$ cat src/rtl/mtm_alu_resp_receiver_if.sv
// Response-side bundle of the MTM ALU receiver: the serial line coming in
// and the decoded response fields going out.
//
// Handshake: there is no ready. res_valid and proto_err are single-cycle
// pulses, never high together; a consumer must capture on the cycle res_valid
// is high. The res_* data fields hold their values until the next res_valid.
interface mtm_alu_resp_receiver_if;
    logic        sin;
    logic        res_valid;
    logic        res_err;
    logic [31:0] res_c;
    logic [3:0]  res_flags;
    logic [2:0]  res_crc;
    logic        res_crc_ok;
    logic [5:0]  res_err_flags;
    logic        res_par_ok;
    logic        proto_err;
    logic [1:0]  dbg_state;

    // Line driver / response consumer side.
    modport master (
        output sin,
        input  res_valid, res_err, res_c, res_flags, res_crc, res_crc_ok,
        input  res_err_flags, res_par_ok, proto_err, dbg_state
    );

    // Receiver side.
    modport slave (
        input  sin,
        output res_valid, res_err, res_c, res_flags, res_crc, res_crc_ok,
        output res_err_flags, res_par_ok, proto_err, dbg_state
    );
endinterface

$ cat src/rtl/mtm_alu_resp_receiver.sv
// MTM ALU response receiver: deserializes 11-bit packets from the ALU serial
// output, reassembles result frames (DATA_PKTS data bytes + CTL) or error
// frames (single CTL), checks framing, sequence, CRC3 and parity, and reports
// each decoded response with a one-cycle res_valid pulse.
module mtm_alu_resp_receiver #(
    parameter int unsigned DATA_PKTS = 4,
    parameter logic [2:0]  CRC_INIT  = 3'b000
) (
    input  logic                   clk,
    input  logic                   rst,
    mtm_alu_resp_receiver_if.slave bus
);

    localparam int CNT_W = (DATA_PKTS < 1) ? 1 : $clog2(DATA_PKTS + 1);
    localparam logic [CNT_W-1:0] CNT_MAX = CNT_W'(DATA_PKTS);

    typedef enum logic [1:0] {
        ST_IDLE = 2'd0,
        ST_TYPE = 2'd1,
        ST_DATA = 2'd2,
        ST_STOP = 2'd3
    } state_t;

    // CRC3, polynomial x^3+x+1, fed MSB first starting from CRC_INIT.
    function automatic logic [2:0] crc3(input logic [36:0] msg,
                                        input logic [2:0]  init);
        logic [2:0] crc;
        logic       fb;
        crc = init;
        for (int i = 36; i >= 0; i--) begin
            fb  = crc[2] ^ msg[i];
            crc = {crc[1], crc[0] ^ fb, fb};
        end
        return crc;
    endfunction

    // Packet deserializer state.
    state_t           state_q, state_d;
    logic             type_q, type_d;
    logic [2:0]       bit_cnt_q, bit_cnt_d;
    logic [7:0]       byte_q, byte_d;

    // Frame reassembly state.
    logic [CNT_W-1:0] pkt_cnt_q, pkt_cnt_d;
    logic [31:0]      c_q, c_d;

    // Registered outputs.
    logic             res_valid_q, res_valid_d;
    logic             res_err_q, res_err_d;
    logic [31:0]      res_c_q, res_c_d;
    logic [3:0]       res_flags_q, res_flags_d;
    logic [2:0]       res_crc_q, res_crc_d;
    logic             res_crc_ok_q, res_crc_ok_d;
    logic [5:0]       res_err_flags_q, res_err_flags_d;
    logic             res_par_ok_q, res_par_ok_d;
    logic             proto_err_q, proto_err_d;

    // CRC over the completed frame as seen in STOP: C, a zero pad bit and the
    // four flags of the CTL byte just received.
    logic [2:0]       crc_calc;

    // Frame CRC is evaluated combinationally from the assembled C and flags.
    always_comb begin
        crc_calc = crc3({c_q, 1'b0, byte_q[6:3]}, CRC_INIT);
    end

    // Next-state logic: bit sampling, packet evaluation at the stop bit and
    // frame reassembly.
    always_comb begin
        state_d         = state_q;
        type_d          = type_q;
        bit_cnt_d       = bit_cnt_q;
        byte_d          = byte_q;
        pkt_cnt_d       = pkt_cnt_q;
        c_d             = c_q;
        res_valid_d     = 1'b0;
        proto_err_d     = 1'b0;
        res_err_d       = res_err_q;
        res_c_d         = res_c_q;
        res_flags_d     = res_flags_q;
        res_crc_d       = res_crc_q;
        res_crc_ok_d    = res_crc_ok_q;
        res_err_flags_d = res_err_flags_q;
        res_par_ok_d    = res_par_ok_q;

        case (state_q)
            ST_IDLE: begin
                if (!bus.sin) begin
                    state_d = ST_TYPE;
                end
            end

            ST_TYPE: begin
                type_d    = bus.sin;
                bit_cnt_d = 3'd7;
                state_d   = ST_DATA;
            end

            ST_DATA: begin
                byte_d = {byte_q[6:0], bus.sin};
                if (bit_cnt_q == 3'd0) begin
                    state_d = ST_STOP;
                end else begin
                    bit_cnt_d = bit_cnt_q - 3'd1;
                end
            end

            ST_STOP: begin
                // Back to IDLE unconditionally so a start bit on the very
                // next cycle is caught.
                state_d = ST_IDLE;
                if (!bus.sin) begin
                    // Broken stop bit: drop the packet and the partial frame.
                    proto_err_d = 1'b1;
                    pkt_cnt_d   = '0;
                end else if (!type_q) begin
                    if (pkt_cnt_q < CNT_MAX) begin
                        c_d       = {c_q[23:0], byte_q};
                        pkt_cnt_d = pkt_cnt_q + CNT_W'(1);
                    end else begin
                        // One DATA packet too many.
                        proto_err_d = 1'b1;
                        pkt_cnt_d   = '0;
                    end
                end else if ((pkt_cnt_q == CNT_MAX) && !byte_q[7]) begin
                    // Result frame.
                    res_valid_d  = 1'b1;
                    res_err_d    = 1'b0;
                    res_c_d      = c_q;
                    res_flags_d  = byte_q[6:3];
                    res_crc_d    = byte_q[2:0];
                    res_crc_ok_d = (crc_calc == byte_q[2:0]);
                    pkt_cnt_d    = '0;
                end else if ((pkt_cnt_q == '0) && byte_q[7]) begin
                    // Error frame: a lone CTL packet.
                    res_valid_d     = 1'b1;
                    res_err_d       = 1'b1;
                    res_err_flags_d = byte_q[6:1];
                    res_par_ok_d    = ~^byte_q;
                    pkt_cnt_d       = '0;
                end else begin
                    // CTL at the wrong place in the sequence.
                    proto_err_d = 1'b1;
                    pkt_cnt_d   = '0;
                end
            end

            default: begin
                state_d = ST_IDLE;
            end
        endcase
    end

    // All state and outputs registered; asynchronous reset clears everything.
    always_ff @(posedge clk or posedge rst) begin
        if (rst) begin
            state_q         <= ST_IDLE;
            type_q          <= 1'b0;
            bit_cnt_q       <= 3'd0;
            byte_q          <= 8'd0;
            pkt_cnt_q       <= '0;
            c_q             <= 32'd0;
            res_valid_q     <= 1'b0;
            res_err_q       <= 1'b0;
            res_c_q         <= 32'd0;
            res_flags_q     <= 4'd0;
            res_crc_q       <= 3'd0;
            res_crc_ok_q    <= 1'b0;
            res_err_flags_q <= 6'd0;
            res_par_ok_q    <= 1'b0;
            proto_err_q     <= 1'b0;
        end else begin
            state_q         <= state_d;
            type_q          <= type_d;
            bit_cnt_q       <= bit_cnt_d;
            byte_q          <= byte_d;
            pkt_cnt_q       <= pkt_cnt_d;
            c_q             <= c_d;
            res_valid_q     <= res_valid_d;
            res_err_q       <= res_err_d;
            res_c_q         <= res_c_d;
            res_flags_q     <= res_flags_d;
            res_crc_q       <= res_crc_d;
            res_crc_ok_q    <= res_crc_ok_d;
            res_err_flags_q <= res_err_flags_d;
            res_par_ok_q    <= res_par_ok_d;
            proto_err_q     <= proto_err_d;
        end
    end

    assign bus.res_valid     = res_valid_q;
    assign bus.res_err       = res_err_q;
    assign bus.res_c         = res_c_q;
    assign bus.res_flags     = res_flags_q;
    assign bus.res_crc       = res_crc_q;
    assign bus.res_crc_ok    = res_crc_ok_q;
    assign bus.res_err_flags = res_err_flags_q;
    assign bus.res_par_ok    = res_par_ok_q;
    assign bus.proto_err     = proto_err_q;
    assign bus.dbg_state     = state_q;

endmodule

$ cat src/flat_wrapper.sv
// flat-port wrapper written by rule: the top's interface ports become plain ports
module mtm_alu_resp_receiver_flat 
#(
    parameter int unsigned DATA_PKTS = 4,
    parameter logic [2:0]  CRC_INIT  = 3'b000
)
  (clk, rst, bus_sin, bus_res_valid, bus_res_err, bus_res_c, bus_res_flags, bus_res_crc, bus_res_crc_ok, bus_res_err_flags, bus_res_par_ok, bus_proto_err, bus_dbg_state);
  mtm_alu_resp_receiver_if bus_i ();
  input  logic clk;
  input  logic rst;
  input wire logic [$bits(bus_i.sin)-1:0] bus_sin;
  output wire logic [$bits(bus_i.res_valid)-1:0] bus_res_valid;
  output wire logic [$bits(bus_i.res_err)-1:0] bus_res_err;
  output wire logic [$bits(bus_i.res_c)-1:0] bus_res_c;
  output wire logic [$bits(bus_i.res_flags)-1:0] bus_res_flags;
  output wire logic [$bits(bus_i.res_crc)-1:0] bus_res_crc;
  output wire logic [$bits(bus_i.res_crc_ok)-1:0] bus_res_crc_ok;
  output wire logic [$bits(bus_i.res_err_flags)-1:0] bus_res_err_flags;
  output wire logic [$bits(bus_i.res_par_ok)-1:0] bus_res_par_ok;
  output wire logic [$bits(bus_i.proto_err)-1:0] bus_proto_err;
  output wire logic [$bits(bus_i.dbg_state)-1:0] bus_dbg_state;
  assign bus_i.sin = bus_sin;
  assign bus_res_valid = bus_i.res_valid;
  assign bus_res_err = bus_i.res_err;
  assign bus_res_c = bus_i.res_c;
  assign bus_res_flags = bus_i.res_flags;
  assign bus_res_crc = bus_i.res_crc;
  assign bus_res_crc_ok = bus_i.res_crc_ok;
  assign bus_res_err_flags = bus_i.res_err_flags;
  assign bus_res_par_ok = bus_i.res_par_ok;
  assign bus_proto_err = bus_i.proto_err;
  assign bus_dbg_state = bus_i.dbg_state;
  mtm_alu_resp_receiver #(.DATA_PKTS(DATA_PKTS), .CRC_INIT(CRC_INIT)) u_core (.clk(clk), .rst(rst), .bus(bus_i));
endmodule
$ cat config.mk
export PLATFORM = sky130hd
export DESIGN_NAME = mtm_alu_resp_receiver_flat
export DESIGN_NICKNAME = d
export VERILOG_FILES = /design/src/rtl/mtm_alu_resp_receiver_if.sv /design/src/rtl/mtm_alu_resp_receiver.sv /design/src/flat_wrapper.sv
export SDC_FILE = /design/constraint.sdc
export NUM_CORES = 1
export LEC_CHECK = 0
export CAP_MARGIN = 25
export CORE_MARGIN = 2
export CORE_UTILIZATION = 55
export DETAILED_ROUTE_END_ITERATION = 10
export GPL_ROUTABILITY_DRIVEN = 0
export GPL_TIMING_DRIVEN = 0
export PLACE_DENSITY = 0.79
export SYNTH_ARGS = -nofsm -noshare
export SYNTH_HDL_FRONTEND = slang
export SYNTH_SLANG_ARGS = --single-unit
export TNS_END_PERCENT = 10
$ cat constraint.sdc
create_clock -name clk -period 8.85 [get_ports clk]
set_clock_uncertainty 0.2 [all_clocks]
set_input_delay 2.2125 -clock clk [delete_from_list [all_inputs] [get_ports clk]]
set_output_delay 2.2125 -clock clk [all_outputs]
set_load 0.05 [all_outputs]
==> After elaboration in Yosys (flattened, before gate mapping) <==
Cells that the tools add are included.
{ "op_classes": {"n_addsub": 2, "order_cmp": 1, "n_eq_ne": 8, "muxes": 21, "bitwise_logic": 72, "reduce_logical": 15} }
{ "op_table": {"columns": ["op", "n"], "rows": [
  ["$xor 1x1->1", 70],
  ["$mux 1", 13],
  ["$mux 3", 4],
  ["$reduce_and 4->1", 3],
  ["$pmux 2 s4", 1],
  ["$reduce_xnor 8->1", 1],
  ["$logic_not 3->1", 2],
  ["$pmux 3 s2", 1],
  ["$reduce_and 5->1", 1],
  ["$eq 2x2->1 const B", 2],
  ["$mux 2", 2],
  ["$ne 2x2->1 const B", 2],
  ["$reduce_and 2->1", 2],
  ["$reduce_bool 2->1", 2],
  ["$add 3x1->3 const B", 1],
  ["$eq 3x3->1", 1],
  ["$eq 3x3->1 const B", 1],
  ["$lt 3x3->1 const B", 1],
  ["$sub 3x1->3 const B", 1],
  ["$eq 2x1->1 const B", 1],
  ["$logic_and 1x1->1", 2],
  ["$logic_not 2->1", 1],
  ["$ne 2x1->1 const B", 1],
  ["$not 1->1", 2],
  ["$logic_not 1->1", 1]
]} }
{ "word_totals": {"reg_bits": 99, "input_bits": 3, "output_inout_bits": 52, "word_cells": 134} }

==> Longest topological paths before layout <==
Gate-level depths: netlist of the first run.
{ "logic_depth": {"word_depth": 36, "depth_mapped": 8, "ltp_nobuf": 7} }

==> Worst setup path before layout of the first run <==
No wires, ideal clock.
{ "synth_path": {"path_type": "input-to-reg", "startpoint": "input bus_sin", "endpoint": "register u_core.res_c_q[10], in the netlist u_core.bus.res_c[10]", "t_arrival_ns": 3.563, "required_time_ns": 8.525, "setup_slack_ns": 4.963, "stages": 4, "path_buffers": 1, "cell_sequence": "nand4_1 nor3_1 clkbuf_1 mux2_2"} }
{ "synth_via": {"elab_chain_cells": 1} }
{ "synth_rtl": {"columns": ["element", "line_no", "rtl"], "rows": [
  ["start: declaration", "flat_wrapper.sv:11", "input wire logic [$bits(bus_i.sin)-1:0] bus_sin;"],
  ["$reduce_and 4->1 (no line)", null, null],
  ["end signal: assignment", "mtm_alu_resp_receiver.sv:181", "res_c_q <= res_c_d;"],
  ["end: declaration", "mtm_alu_resp_receiver.sv:50", "logic [31:0] res_c_q, res_c_d;"]
]} }
Every way passes these cells.
A chain may end at the register's enable or synchronous reset.

==> Worst setup path after layout of the first run <==
{ "layout_path": {"startpoint": "input bus_sin", "endpoint": "register u_core.res_c_q[14], in the netlist u_core.bus.res_c[14]"} }
The elaborated chain is that of the path after synthesis.

==> results.toml, run 1 <==
[clocking]
htree_levels = 3
post_cts_resized = 0
postCtsHoldBufs = 0
post_cts.repair.setup_buffers = 0
cts-root-buf = "clkbuf_8"
cts_tree = "yes"
clock-sinks = 99
path_clk_slew_ns = 0.09
clock_path_buffers = 2
cts_buffers = 9
clk-insertion-delay-late_ns = 0.37

[floorplan]
die_y_um = 95.10
fp.dieArea_um2 = 9044
dieWidth_um = 95.10
core_area_um2 = 8134
floorplan.initialDensity_pct = 56.11
rows = 33
io_pins = 55

[drt]
antenna_left = 0
vias = 2730
finalWirelength_um = 8489
avgRoutedWirePerCell_um = 16.81
vias_per_cell = 5.406
drt-initial-drc-count = 83
drc = 0
dr.pass1.iters = 4

[flow_run]
drv_cap = 0

[global_route]
grt.busiest_layer = "met2"
met3_usage_pct = 3.478
grt_max_degree = 53
grt_use_total_pct = 20.64
grt_pass1_vias = 2751
met1_usage_pct = 26.52
overflow = 0
gr-usage-met2_pct = 33.74
grt_pass1_wl_um = 13920
antenna_found_initial = 0

[sta]
tns_ns = 0
setup_slack_ns = 4.148
tightest_slew_ns = 1.054
max_slew_margin_pct = 29.18
setup_violations = 0
hold_violations = 0
slew_viol_final = 0
max_freq_mhz = 212.7
finalCritPeriodShare_pct = 53.13
hold_slack_ns = 0.2898
rsz0062_at_grt = "no"
period_minus_slack_ns = 4.702

[synthesis]
ys_seq_area_share_pct = 54.28
yosysMostFrequentCell = "dfrtp_1"
yosysTopAreaCellShare_pct = 54.28
ys_ff_latch = 99
yosys_warnings = 0
async_flop_share_pct = 100.0
synth_edf_count = 0
synth.distinct_cells = 33
synthCells = 329
synth_fp_nets = 341
synth_top_area_cell = "dfrtp_1"
synth.area.top_cells = "dfrtp_1 (54%), mux2_2 (21%), xnor2_1 (4.8%), ha_1 (2.5%), xnor3_2 (2.1%)"
synth.avg_cell_area_um2 = 13.87
syn_area_um2 = 4564
netlist_top_cells_count = "dfrtp_1 (99), mux2_2 (85), xnor2_1 (25)"
synth_flop_cell = "dfrtp_1"

[layout]
final_core_util_pct = 67.30
nets = 407
antennaDiodeCount = 0
final_cell_area_um2 = 5474
area_delta_synth_final_pct = 19.93
drive_gt1_share_pct = 28.75

[worst_setup_path]
end_kind = "flip-flop"
r2r_slack_ns = 5.94
start_kind = "primary input"
r2r-start = "u_core.bus.dbg_state[0]"
regToRegEndpoint = "u_core.bus.res_c[14]"
r2r_cells = 5
path_class = "primary input to flip-flop"
critPathMaxFanout = 10
crit_arrival_ns = 4.76
cp_data_required_time_ns = 8.90

[place]
placed_cell_area_um2 = 5271
pre_cts_slack_ns = 3.719
numPortBuffers = 54
hpwl_um = 6051

[worst_hold_path]
min_from = "u_core.bus.res_err"
hold_class = "flip-flop to flip-flop"
hold_depth = 1
hold_path_end = "u_core.bus.res_err"

[power_and_ir_drop]
power_density_nw_per_um2 = 428.7
p_leak_uw = 0.002580
ir_drop_mv = 0.2962

[run_status]
outcome = "completed"
[cell type report]
class	count	area, um2
repair buffers	55	568.0
inverters	13	51.30
flip-flops and latches	99	2477
well taps	105	131.4
clock inverters	7	78.83
fillers	624	2660
clock buffers	9	123.9
multi-input cells	202	1979
plain buffers	15	63.81
[layout by cell type, fill, tap and decap left out, types with 2 or more instances in the layout]
cell type / synthesis / layout
dfrtp_1: 99 / 99
mux2_2: 85 / 85
clkdlybuf4s50_1: 0 / 54
xnor2_1: 25 / 25
clkbuf_1: 13 / 13
nand2_1: 13 / 13
inv_1: 13 / 12
o21ai_0: 12 / 12
ha_1: 9 / 9
clkbuf_8: 0 / 9
xor2_1: 8 / 8
nor2_1: 7 / 7
mux2i_1: 7 / 7
xnor3_2: 4 / 4
inv_6: 0 / 4
xnor3_1: 3 / 3
o311ai_0: 3 / 3
a21boi_0: 2 / 2
nand4_1: 2 / 2
nor3_1: 2 / 2
buf_4: 2 / 2
o221ai_1: 2 / 2
xnor2_2: 2 / 2
nand2b_1: 2 / 2
nand3_1: 2 / 2
a32oi_1: 2 / 2
[state kept, by name, indices dropped and copies added (netlist names)]
signal,flops
u_core.bus.res_c,32
u_core.c_q,32
u_core.byte_q,8
u_core.bus.res_err_flags,6
u_core.bus.res_flags,4
u_core.bit_cnt_q,3
u_core.bus.res_crc,3
u_core.pkt_cnt_q,3
u_core.bus.dbg_state,2
u_core.bus.proto_err,1
u_core.bus.res_crc_ok,1
u_core.bus.res_err,1
u_core.bus.res_par_ok,1
u_core.bus.res_valid,1
u_core.type_q,1
[cell families (layout without fill, tap and decap cells)]
kind of cell | after synthesis | after routing | share of synthesized area, %
adder cells (fa/ha/maj) | 9 | 9 | 2.467
AO/OA/AOI/OAI | 27 | 27 | 4.057
AND/OR/NAND/NOR | 31 | 31 | 3.071
flip-flops | 99 | 99 | 54.28
XOR/XNOR | 43 | 43 | 11.16
multiplexers | 92 | 92 | 22.51
buffers and inverters | 28 | 99 | 2.467
[worst max path at each step]
stage	startpoint	endpoint	slack [ns]	depth (start not counted)
4_1_cts	bus_sin	u_core.bus.res_c[0]	4.10	5
2_1_floorplan	rst	u_core.bit_cnt_q[0]	3.85	1
3_5_place_dp	bus_sin	u_core.bus.res_c[0]	3.72	5
3_3_place_gp	rst	u_core.bus.res_err_flags[2]	2.43	2
6_report	bus_sin	u_core.bus.res_c[14]	4.15	5
5_1_grt	bus_sin	u_core.bus.res_c[15]	3.94	5
[per-stage QoR]
stage	total power (uW)	cells
final	2347	505
after global routing	2511	505
after CTS	2355	505
after detailed placement	2045	489
after global placement	1982	488
after floorplan	1793	329
[power breakdown]
group          leakage, uW  switching, uW  internal [uW]  total [uW]
logic              0.00115            679            699        1380
clock network     0.000105            165            135         300
registers          0.00133            112            556         668
total              0.00258            956           1390        2350
[per-layer routing]
| layer | vias to the layer above | part of all wire, % | routed length, um |
|---|---|---|---|
| met4 | 0 | 2.4 | 204 |
| li1 | 1275 | - | - |
| met3 | 13 | 3.3 | 282 |
| met5 | - | 0 | 0 |
| met2 | 54 | 49 | 4182 |
| met1 | 1388 | 45 | 3820 |
[worst max-delay path, stage by stage]
cell	delay, ns
clkdlybuf4s50_1	0.60
nand4_1	0.20
nor3_1	0.81
clkbuf_1	0.53
mux2_2	0.40
No activity file was read; power rests on OpenSTA's default activity.
==> run 2: changes to the inputs <==
CORE_UTILIZATION = 50   (was 55)
PLACE_DENSITY = 0.76   (was 0.79)
clock period = 4.3 ns   (was 8.85 ns; I/O delays follow)
==> run 2 against run 1 <==
Final cell count rose by 0.79%. Final area decreased by 0.50%. Setup slack worse by 3.4 ns. Power increased by 100%. Critical path depth did not move. Critical endpoint is now u_core.bus.res_c[7]. Highest routed layer unchanged.
==> results.toml, run 2 (same netlist as run 1, synthesis figures left out) <==
[run_status]
outcome = "completed"

[worst_setup_path]
slowest_delay_ns = 0.82
cp_num_cells = 5
worstPathBufferInverterCount = 2
cp_slowest_cell = "nor3_1"
critPathMaxFanout = 10
end_kind = "flip-flop"
r2r_cells = 5
crit_arrival_ns = 3.64
crit_family = "buffers and inverters"
path_class = "primary input to flip-flop"
path_cells = "clkdlybuf4s50_1, nand4_1, nor3_1, clkbuf_1, mux2_2"
start_kind = "primary input"
cp_data_required_time_ns = 4.34

[drt]
routedLengthMet1_um = 3968
top_layer = "met4"
vias = 2709
drc = 0
avgRoutedWirePerCell_um = 16.73
met3WireLength_um = 243
vias_per_cell = 5.322
drt-initial-drc-count = 45
dr.pass1.iters = 4
antenna_left = 0
met2WireLength_um = 4138
finalWirelength_um = 8518

[floorplan]
dieWidth_um = 99.55
fp.dieArea_um2 = 9909
rows = 34
io_pins = 55
floorplan.initialDensity_pct = 51.83
die_y_um = 99.55
core_area_um2 = 8806

[layout]
fillers = 694
layout_common_cells = "dfrtp_1 (99), mux2_2 (85), clkdlybuf4s50_1 (54)"
final_cells = 509
regArea_um2 = 2477
multiInputGateArea_um2 = 1974
nets = 408
antennaDiodeCount = 0
area_delta_synth_final_pct = 19.33
drive_gt1_share_pct = 28.18
final_common_cell = "dfrtp_1"
final_core_util_pct = 61.85

[place]
place_inst = 493
numPortBuffers = 54
hpwl_um = 6129
pre_cts_slack_ns = 0.2943

[power_and_ir_drop]
clkPwrFrac_pct = 11.3
power_density_nw_per_um2 = 870.5
p_leak_uw = 0.002566
pwr-share-comb_pct = 59.7
p_sw_share_pct = 40.67
power_uw = 4741
p_int_uw = 2813
power_frac_seq_pct = 29.0
switching_power_uw = 1928
ir_drop_mv = 0.6660

[clocking]
clock_path_buffers = 2
path_clk_slew_ns = 0.09
cts_buffers = 9
htree_levels = 3
post_cts_resized = 0
postCtsHoldBufs = 0
cts_tree = "yes"
post_cts.repair.setup_buffers = 0
clk-insertion-delay-late_ns = 0.36
clock-sinks = 99
cts-root-buf = "clkbuf_8"

[worst_hold_path]
hold_class = "flip-flop to flip-flop"
hold_depth = 1

[sta]
period_minus_slack_ns = 3.601
tns_ns = 0
setup_violations = 0
setup_slack_ns = 0.6992
slew_viol_final = 0
rsz0062_at_grt = "no"
max_slew_margin_pct = 27.94
hold_violations = 0
finalCritPeriodShare_pct = 83.74
max_freq_mhz = 277.7
tightest_slew_ns = 1.073

[global_route]
grt_max_degree = 69
overflow = 0
grt_pass1_wl_um = 14140
grt_use_total_pct = 18.50
antenna_found_initial = 0
grt_pass1_vias = 2806

[flow_run]
drv_cap = 0
[run 2: cell count changes in the layout (fill, tap and decap cells not counted)]
cell        before  now
inv_6            4    0
clkbuf_1        13   15
nor3b_2          1    0
buf_2            0    1
bufinv_16        1    0
clkbuf_8         9   10
nor3b_1          0    1
clkinv_2         1    2
clkinvlp_4       0    1
[run 2: area by class of cell]
class	instances	area share, %
Sequential cell	99	45.49
Multi-Input combinational cell	202	36.25
Timing Repair Buffer	56	10.52
Clock buffer	12	2.665
Tap cell	108	2.481
Buffer	15	1.172
Inverter	13	0.9419
Clock inverter	4	0.4824
[run 2: path summary, 6_finish.rpt]
path                                               from                       to  slack [ns]
min in group asynchronous                           rst     u_core.bus.res_c[30]        0.86
worst max-delay path                            bus_sin      u_core.bus.res_c[7]        0.70
max in group asynchronous                           rst  u_core.bus.res_flags[0]        2.36
worst min-delay path                 u_core.bus.res_err       u_core.bus.res_err        0.30
worst min register to register       u_core.bus.res_err       u_core.bus.res_err        0.30
worst max register to register  u_core.bus.dbg_state[0]      u_core.bus.res_c[7]        1.33
[run 2: power by group through the flow]
stage | combinational (uW) | clock, uW | sequential (uW)
global route | 3130 | 580 | 1410
floorplan | 2240 | 0 | 1450
finish | 2830 | 535 | 1370
detailed placement | 2820 | 0 | 1390
CTS | 2840 | 549 | 1380
global placement | 2700 | 0 | 1380
[run 2: per-layer routing]
| layer | GRT usage [%] | vias up |
|---|---|---|
| met5 | 0 | - |
| met4 | 6.955 | 0 |
| met3 | 3.514 | 15 |
| met2 | 30.04 | 48 |
| met1 | 24.89 | 1371 |
| li1 | - | 1275 |
[run 2: through the flow]
step           hold WS (ns)  cell area [um2]
4_1_cts              0.3114             5446
5_1_grt              0.3240             5446
3_3_place_gp         0.2612             5240
2_1_floorplan        0.2559             4564
6_report             0.2972             5446
3_5_place_dp         0.2824             5275
==> run 3: changes to the inputs <==
clock period = 3 ns   (was 4.3 ns; I/O delays follow)
==> run 3 against run 2 <==
First-iteration DRC count up 100%. Final area up 1.9%. Critical path depth unchanged. Hold slack better by 0.0013 ns. Final cell count up 0.20%. Sequential share of layout area down 0.85 points. Sequential power up 44%. Count of clock-buffer cells in the layout down 1. Die area unchanged. Global-route usage down 0.15 points. Critical path type unchanged.
==> results.toml, run 3 (same netlist as run 1, synthesis figures left out) <==
[sta]
hold_violations = 0
max_slew_margin_pct = 57.65
period_minus_slack_ns = 2.846
slew_viol_final = 0
rsz0062_at_grt = "no"
setup_slack_ns = 0.1544
max_freq_mhz = 351.4
setup_violations = 0
finalCritPeriodShare_pct = 94.85
hold_slack_ns = 0.2986
tightest_slew_ns = 0.6318

[drt]
vias = 2745
drc = 0
antenna_left = 0
vias_per_cell = 5.382
avgRoutedWirePerCell_um = 16.79
finalWirelength_um = 8563
drt-initial-drc-count = 92
dr.pass1.iters = 4

[power_and_ir_drop]
switching_power_uw = 2846
p_sw_share_pct = 39.88
ir_drop_mv = 0.8326
p_leak_uw = 0.002615
power_frac_seq_pct = 27.7
p_int_uw = 4291
clkPwrFrac_pct = 14.5
pwr-share-comb_pct = 57.9
power_density_nw_per_um2 = 1286

[floorplan]
floorplan.initialDensity_pct = 51.83
fp.dieArea_um2 = 9909
dieWidth_um = 99.55
die_y_um = 99.55
core_area_um2 = 8806
io_pins = 55
rows = 34

[clocking]
htree_levels = 3
post_cts.repair.setup_buffers = 0
clock_path_buffers = 2
clk-insertion-delay-late_ns = 0.36
cts-root-buf = "clkbuf_8"
cts_buffers = 9
postCtsHoldBufs = 0
path_clk_slew_ns = 0.09
clock-sinks = 99
cts_tree = "yes"

[place]
pre_cts_slack_ns = -0.6016
hpwl_um = 6325
numPortBuffers = 54

[layout]
nets = 409
drive_gt1_share_pct = 29.60
final_common_cell = "dfrtp_1"
layout_common_cells = "dfrtp_1 (99), mux2_2 (85), clkdlybuf4s50_1 (54)"
area_delta_synth_final_pct = 21.60
antennaDiodeCount = 0
final_core_util_pct = 63.03

[worst_setup_path]
crit_arrival_ns = 2.89
path_class = "primary input to flip-flop"
cp_data_required_time_ns = 3.04
critPathMaxFanout = 10
end_kind = "flip-flop"
start_kind = "primary input"

[global_route]
grt_pass1_wl_um = 14230
grt_use_total_pct = 18.35
grt_pass1_vias = 2873
grt_max_degree = 43
antenna_found_initial = 0
overflow = 0

[flow_run]
drv_cap = 0

[run_status]
outcome = "completed"

[worst_hold_path]
hold_class = "flip-flop to flip-flop"
==> run 3: critical path, stage by stage <==
cell and delay, ns:
clkdlybuf4s50_1 0.59, nand2_1 0.10, nor3_2 0.49, clkbuf_1 0.54
mux2_2 0.41
==> run 3: layout make-up <==
cell class              count  area [um2]
multi-input cells         202        1984
fillers                   701        3256
inverters                  13       52.55
clock buffers              11       141.4
well taps                 108       135.1
plain buffers              15       66.31
flip-flops and latches     99        2477
repair buffers             57       585.6
clock inverters             5       107.6
==> run 3: routing by layer <==
metal / vias up / track usage, % / wire (um)
met5: - / 0 / 0
met4: 0 / 5.796 / 131
met3: 12 / 3.584 / 243
met2: 45 / 30.20 / 4278
met1: 1405 / 24.75 / 3910
li1: 1283 / - / -
==> run 3: power by group through the flow <==
| stage | registers, uW | logic (uW) | clock network, uW |
|---|---|---|---|
| after floorplan | 2080 | 3210 | 0 |
| after global placement | 1980 | 3870 | 0 |
| after detailed placement | 2000 | 4120 | 0 |
| after CTS | 1970 | 4150 | 1060 |
| after global routing | 2020 | 4460 | 1110 |
| final | 1970 | 4130 | 1030 |
==> run 3: worst paths after layout <==
kind | startpoint | end | slack [ns] | depth (start not counted)
worst max-delay path | bus_sin | u_core.c_q[15] | 0.15 | 5
worst min-delay path | u_core.bus.res_err | u_core.bus.res_err | 0.30 | 1
worst max register to register | u_core.c_q[15] | u_core.bus.res_crc_ok | 0.26 | 7
worst min register to register | u_core.bus.res_err | u_core.bus.res_err | 0.30 | 1
max in group asynchronous | rst | u_core.bus.res_err_flags[3] | 1.51 | 3
min in group asynchronous | rst | u_core.bus.res_c[24] | 0.55 | 2
==> run 3: through the flow <==
stage / cells / power (uW) / setup TNS (ns) / cell area (um2)
after floorplan: 329 / 5289 / 0 / 4568
after global placement: 491 / 5855 / -44.38 / 5244
after detailed placement: 494 / 6117 / -29.87 / 5289
after CTS: 510 / 7177 / 0 / 5548
after global routing: 510 / 7589 / 0 / 5550
final: 510 / 7136 / 0 / 5550
==> run 3: repair_timing <==
action / CTS / global route
endpoints found under the hold margin: 0 / 0
gates resized for setup: 2 / 4
endpoints found under the setup margin: 56 / 11
pin swaps: 0 / 0
==> variant 1 (config.mk and constraints of run 2) <==
Take the reset off `byte_q`, `c_q`, `res_c_q`, `res_flags_q` and `res_err_flags_q` and load them in a clocked block of their own.
--- a/src/rtl/mtm_alu_resp_receiver.sv
+++ b/src/rtl/mtm_alu_resp_receiver.sv
@@ -157,35 +157,33 @@
             state_q         <= ST_IDLE;
             type_q          <= 1'b0;
             bit_cnt_q       <= 3'd0;
-            byte_q          <= 8'd0;
             pkt_cnt_q       <= '0;
-            c_q             <= 32'd0;
             res_valid_q     <= 1'b0;
             res_err_q       <= 1'b0;
-            res_c_q         <= 32'd0;
-            res_flags_q     <= 4'd0;
             res_crc_q       <= 3'd0;
             res_crc_ok_q    <= 1'b0;
-            res_err_flags_q <= 6'd0;
             res_par_ok_q    <= 1'b0;
             proto_err_q     <= 1'b0;
         end else begin
             state_q         <= state_d;
             type_q          <= type_d;
             bit_cnt_q       <= bit_cnt_d;
-            byte_q          <= byte_d;
             pkt_cnt_q       <= pkt_cnt_d;
-            c_q             <= c_d;
             res_valid_q     <= res_valid_d;
             res_err_q       <= res_err_d;
-            res_c_q         <= res_c_d;
-            res_flags_q     <= res_flags_d;
             res_crc_q       <= res_crc_d;
             res_crc_ok_q    <= res_crc_ok_d;
-            res_err_flags_q <= res_err_flags_d;
             res_par_ok_q    <= res_par_ok_d;
             proto_err_q     <= proto_err_d;
         end
+    end
+
+    always_ff @(posedge clk) begin
+        byte_q          <= byte_d;
+        c_q             <= c_d;
+        res_c_q         <= res_c_d;
+        res_flags_q     <= res_flags_d;
+        res_err_flags_q <= res_err_flags_d;
     end
 
     assign bus.res_valid     = res_valid_q;
Function: same outputs for any inputs over 10 cycles, from zero or initial values and one cycle with rst high; that may be too few to reach the edited logic, so the function may still have changed.
==> variant 1 against run 2 <==
Cell area down 10%; first-iteration DRC count rose to 2.7 times the old value; critical path depth up 4; global-route usage down 2.9 points; count of clock-buffer cells in the layout down 1; worst setup slack better by 0.13 ns; hold slack worse by 0.028 ns; synthesized area down 13%; critical endpoint is now u_core.bus.res_crc_ok; utilization up 1.2 points; largest cell class unchanged; synthesized cell count down 29%; sequential cell count unchanged; routed wire length down 27%.
Power is not compared: it rests on default switching activity, and its combinational part moved more than twofold at a synthesized area within 25%.
==> variant 1: results (changes against run 2) <==
stage,metric,value,unit,change
global_route,use_met2,25.1,%,-4.9 points
yosys,synth_edf_count,82,,+82
layout,multi_input_area_share,21.5,%,-15 points
drt,drt-initial-drc-count,123,,+170%
worst_setup_path,arrival,3.52,ns,-0.12 ns
drt,met1Wirelength,2750,µm,-31%
hold_path,holdPathEnd,u_core.bus.res_c[28],,
yosys,synthAdderAreaFrac,2.83,%,+0.36 points
worst_setup_path,cp_slowest_cell,inv_2,,
drt,viasPerCell,4.93,,-7.3%
place,numPortBuffers,54,,unchanged
worst_setup_path,worstPathMaxFanout,40,,+30
drt,routedWlPerCell,15.4,µm,-8.1%
worst_setup_path,cpPeakStageDelay,0.62,ns,-0.20 ns
layout,n_all_buffers,59,,-17%
yosys,async_flop_share,17.2,%,-83 points
global_route,grt_first_pass_wirelength,10000,µm,-29%
global_route,grt_pass1_vias,1990,,-29%
sta,hold_slack,0.269,ns,-0.0283 ns
yosys,seq_area_frac_synth,72.5,%,+18 points
sta,slew_headroom,38.4,%,+10 points
layout,fill_cells,577,,-17%
outcome,outcome,"complete, no violations",,
place,dp_hpwl,4290,µm,-30%
hold_path,hold_start,u_core.c_q[28],,
layout,sh_seq_area,59.2,%,+14 points
global_route,use_met3,3.06,%,-0.45 points
layout,clkCellAreaFrac,3.80,%,+0.65 points
drt,routed-wl-met3,242,µm,-0.41%
yosys,synthTopCellsByArea,"edfxtp_1 (62%), dfrtp_1 (11%), xnor2_1 (6.8%)",,
global_route,grt_max_degree,41,,-41%
worst_setup_path,regToRegStartpoint,u_core.c_q[27],,
worst_setup_path,worst-r2r-cell-count,8,,+3
global_route,grt_use_met1,20.4,%,-4.5 points
hold_path,hold_depth,0,,-1
yosys,synth-compound-area-share,2.92,%,-1.1 points
drt,met2_length,3150,µm,-24%
layout,layout.nonclk_buf_share,11.9,%,+0.22 points
yosys,syn_nets,244,,-28%
global_route,grt.total_usage,15.6,%,-2.9 points
layout,clkbuf_count,11,,-1
yosys,ys_top_cells_by_count,"edfxtp_1 (82), xnor2_1 (31), nand2_1 (20), dfrtp_1 (17), inv_1 (11)",,
layout,inverters,12,,-1
yosys,synthMuxAreaShare,1.32,%,-21 points
layout,nNetsFinal,312,,-24%
layout,drive_gt1_share,9.18,%,-19 points
yosys,ys_types,36,,+9.1%
yosys,synth_xor_xnor_area_share,14.7,%,+3.5 points
layout,multi_input_cells,119,,-41%
## variant 1: how the worst max path moves through the flow
| stage | start | endpoint | cells after the start | slack [ns] |
|---|---|---|---|---|
| 2_1_floorplan | bus_sin | u_core.c_q[0] | 2 | 0.14 |
| 3_3_place_gp | bus_sin | u_core.c_q[27] | 3 | -1.43 |
| 3_5_place_dp | bus_sin | u_core.bus.res_crc_ok | 9 | 0.45 |
| 4_1_cts | bus_sin | u_core.bus.res_crc_ok | 9 | 0.81 |
| 5_1_grt | bus_sin | u_core.bus.res_crc_ok | 9 | 0.62 |
| 6_report | bus_sin | u_core.bus.res_crc_ok | 9 | 0.82 |
## variant 1: through the flow
stage	cell area [µm²]	cells	setup WS, ns	total power, mW	utilization (%)
after global routing	4870	407	0.618	3.23	63.1
after CTS	4870	407	0.814	3.07	63.1
final	4870	407	0.825	3.06	63.1
after floorplan	3990	232	0.140	2.26	-
after global placement	4650	388	-1.43	2.44	60.2
after detailed placement	4690	391	0.449	2.50	60.7
==> variant 2 (config.mk and constraints of run 2) <==
Made on the original files. `DATA_PKTS` is set to 4 in 2 places; all go to 8.
--- a/src/rtl/mtm_alu_resp_receiver.sv
+++ b/src/rtl/mtm_alu_resp_receiver.sv
@@ -3,7 +3,7 @@
 // frames (single CTL), checks framing, sequence, CRC3 and parity, and reports
 // each decoded response with a one-cycle res_valid pulse.
 module mtm_alu_resp_receiver #(
-    parameter int unsigned DATA_PKTS = 4,
+    parameter int unsigned DATA_PKTS = 8,
     parameter logic [2:0]  CRC_INIT  = 3'b000
 ) (
     input  logic                   clk,
--- a/src/flat_wrapper.sv
+++ b/src/flat_wrapper.sv
@@ -1,7 +1,7 @@
 // flat-port wrapper written by rule: the top's interface ports become plain ports
 module mtm_alu_resp_receiver_flat 
 #(
-    parameter int unsigned DATA_PKTS = 4,
+    parameter int unsigned DATA_PKTS = 8,
     parameter logic [2:0]  CRC_INIT  = 3'b000
 )
   (clk, rst, bus_sin, bus_res_valid, bus_res_err, bus_res_c, bus_res_flags, bus_res_crc, bus_res_crc_ok, bus_res_err_flags, bus_res_par_ok, bus_proto_err, bus_dbg_state);
Check against the original RTL: same outputs for any inputs over 10 cycles, from zero or initial values and one cycle with rst high; that may be too few to reach the edited logic, so the function may still have changed.
==> variant 2 against run 2 <==
Worst setup slack improved by 0.44 ns; global-route usage increased by 0.069 points; total power decreased by 6.5%; critical endpoint is now u_core.bus.res_c[1]; cell area decreased by 1.3%; sequential cell count increased by 1; synthesized area decreased by 1.9%; routed wire length decreased by 3.3%.
==> variant 2: results (changes against run 2) <==
stage,metric,value,unit,change
outcome,outcome,"complete, no violations",,
worst_setup_path,r2r_end,u_core.bus.res_c[1],,
yosys,ys_top_cells_by_count,"dfrtp_1 (100), mux2_2 (47), mux2_1 (38), xnor2_1 (31)",,
sta,fin_crit,3.16,ns,-0.441 ns
worst_setup_path,worst-r2r-cell-count,6,,+1
layout,multi_input_cells,191,,-5.4%
place,dp_slack,0.687,ns,+0.393 ns
global_route,grt.total_usage,18.6,%,+0.069 points
clock_tree,cts_sinks,100,,+1.0%
power,p_clk,579,µW,+8.2%
yosys,synthAdderAreaFrac,2.52,%,+0.048 points
drt,drt_wl_total,8240,µm,-3.3%
yosys,ys_types,30,,-9.1%
layout,nNetsFinal,397,,-2.7%
power,irDropWorstVdd,0.583,mV,-12%
place,dp_hpwl,5930,µm,-3.2%
hold_path,hold_start,u_core.bus.res_c[29],,
layout,clkCellAreaFrac,3.58,%,+0.44 points
layout,final_cells,498,,-2.2%
layout,n_all_buffers,70,,-1.4%
layout,drive_gt1_share,17.9,%,-10 points
global_route,grt_pass1_vias,2787,,-0.68%
yosys,syn_nets,331,,-2.9%
worst_setup_path,rrSetupSlack,1.68,ns,+0.35 ns
power,leakage,2.60,nW,+1.4%
global_route,grt_max_degree,61,,-12%
yosys,synthTopCellsByArea,"dfrtp_1 (56%), mux2_2 (12%), mux2_1 (9.6%)",,
layout,layout.nonclk_buf_share,11.6,%,-0.054 points
place,place_area,5180,µm²,-1.8%
yosys,synthMuxAreaShare,22.1,%,-0.45 points
power,seqPwrFrac,31.2,%,+2.2 points
drt,dr_total_vias,2610,,-3.7%
place,dp_cells,482,,-2.2%
yosys,synth_xor_xnor_area_share,11.3,%,+0.13 points
worst_setup_path,arrival,3.21,ns,-0.43 ns
layout,fill_cells,668,,-3.7%
yosys,seq_area_frac_synth,55.9,%,+1.6 points
sta,worst_slew_pin_slew,0.675,ns,-0.397 ns
yosys,synth_cells,319,,-3.0%
==> variant 2: changes by cell type after synthesis, moves of 3 or more <==
cell      delta
mux2_2      -38
o21ai_0      -4
xnor3_1      +3
o311ai_0     -3
xnor2_1      +6
xor2_1       -4
mux2_1      +38
xnor3_2      -3
mux2i_1      -4
==> variant 2: worst min path at each step <==
stage / to / slack, ns / cells past startpoint
2_1_floorplan: u_core.bit_cnt_q[1] / 0.26 / 2
3_3_place_gp: u_core.bus.res_err / 0.27 / 2
3_5_place_dp: u_core.bus.res_c[28] / 0.28 / 1
4_1_cts: u_core.bus.res_c[28] / 0.30 / 1
5_1_grt: u_core.bus.res_flags[2] / 0.32 / 1
6_report: u_core.bus.res_c[29] / 0.30 / 1
==> variant 2: metal layers <==
layer / part of all wire (%) / GRT usage, % / vias up
li1: - / - / 1219
met1: 46 / 25.5 / 1334
met2: 50 / 30.0 / 47
met3: 3.2 / 3.69 / 10
met4: 1.3 / 6.11 / 0
met5: 0 / 0 / -
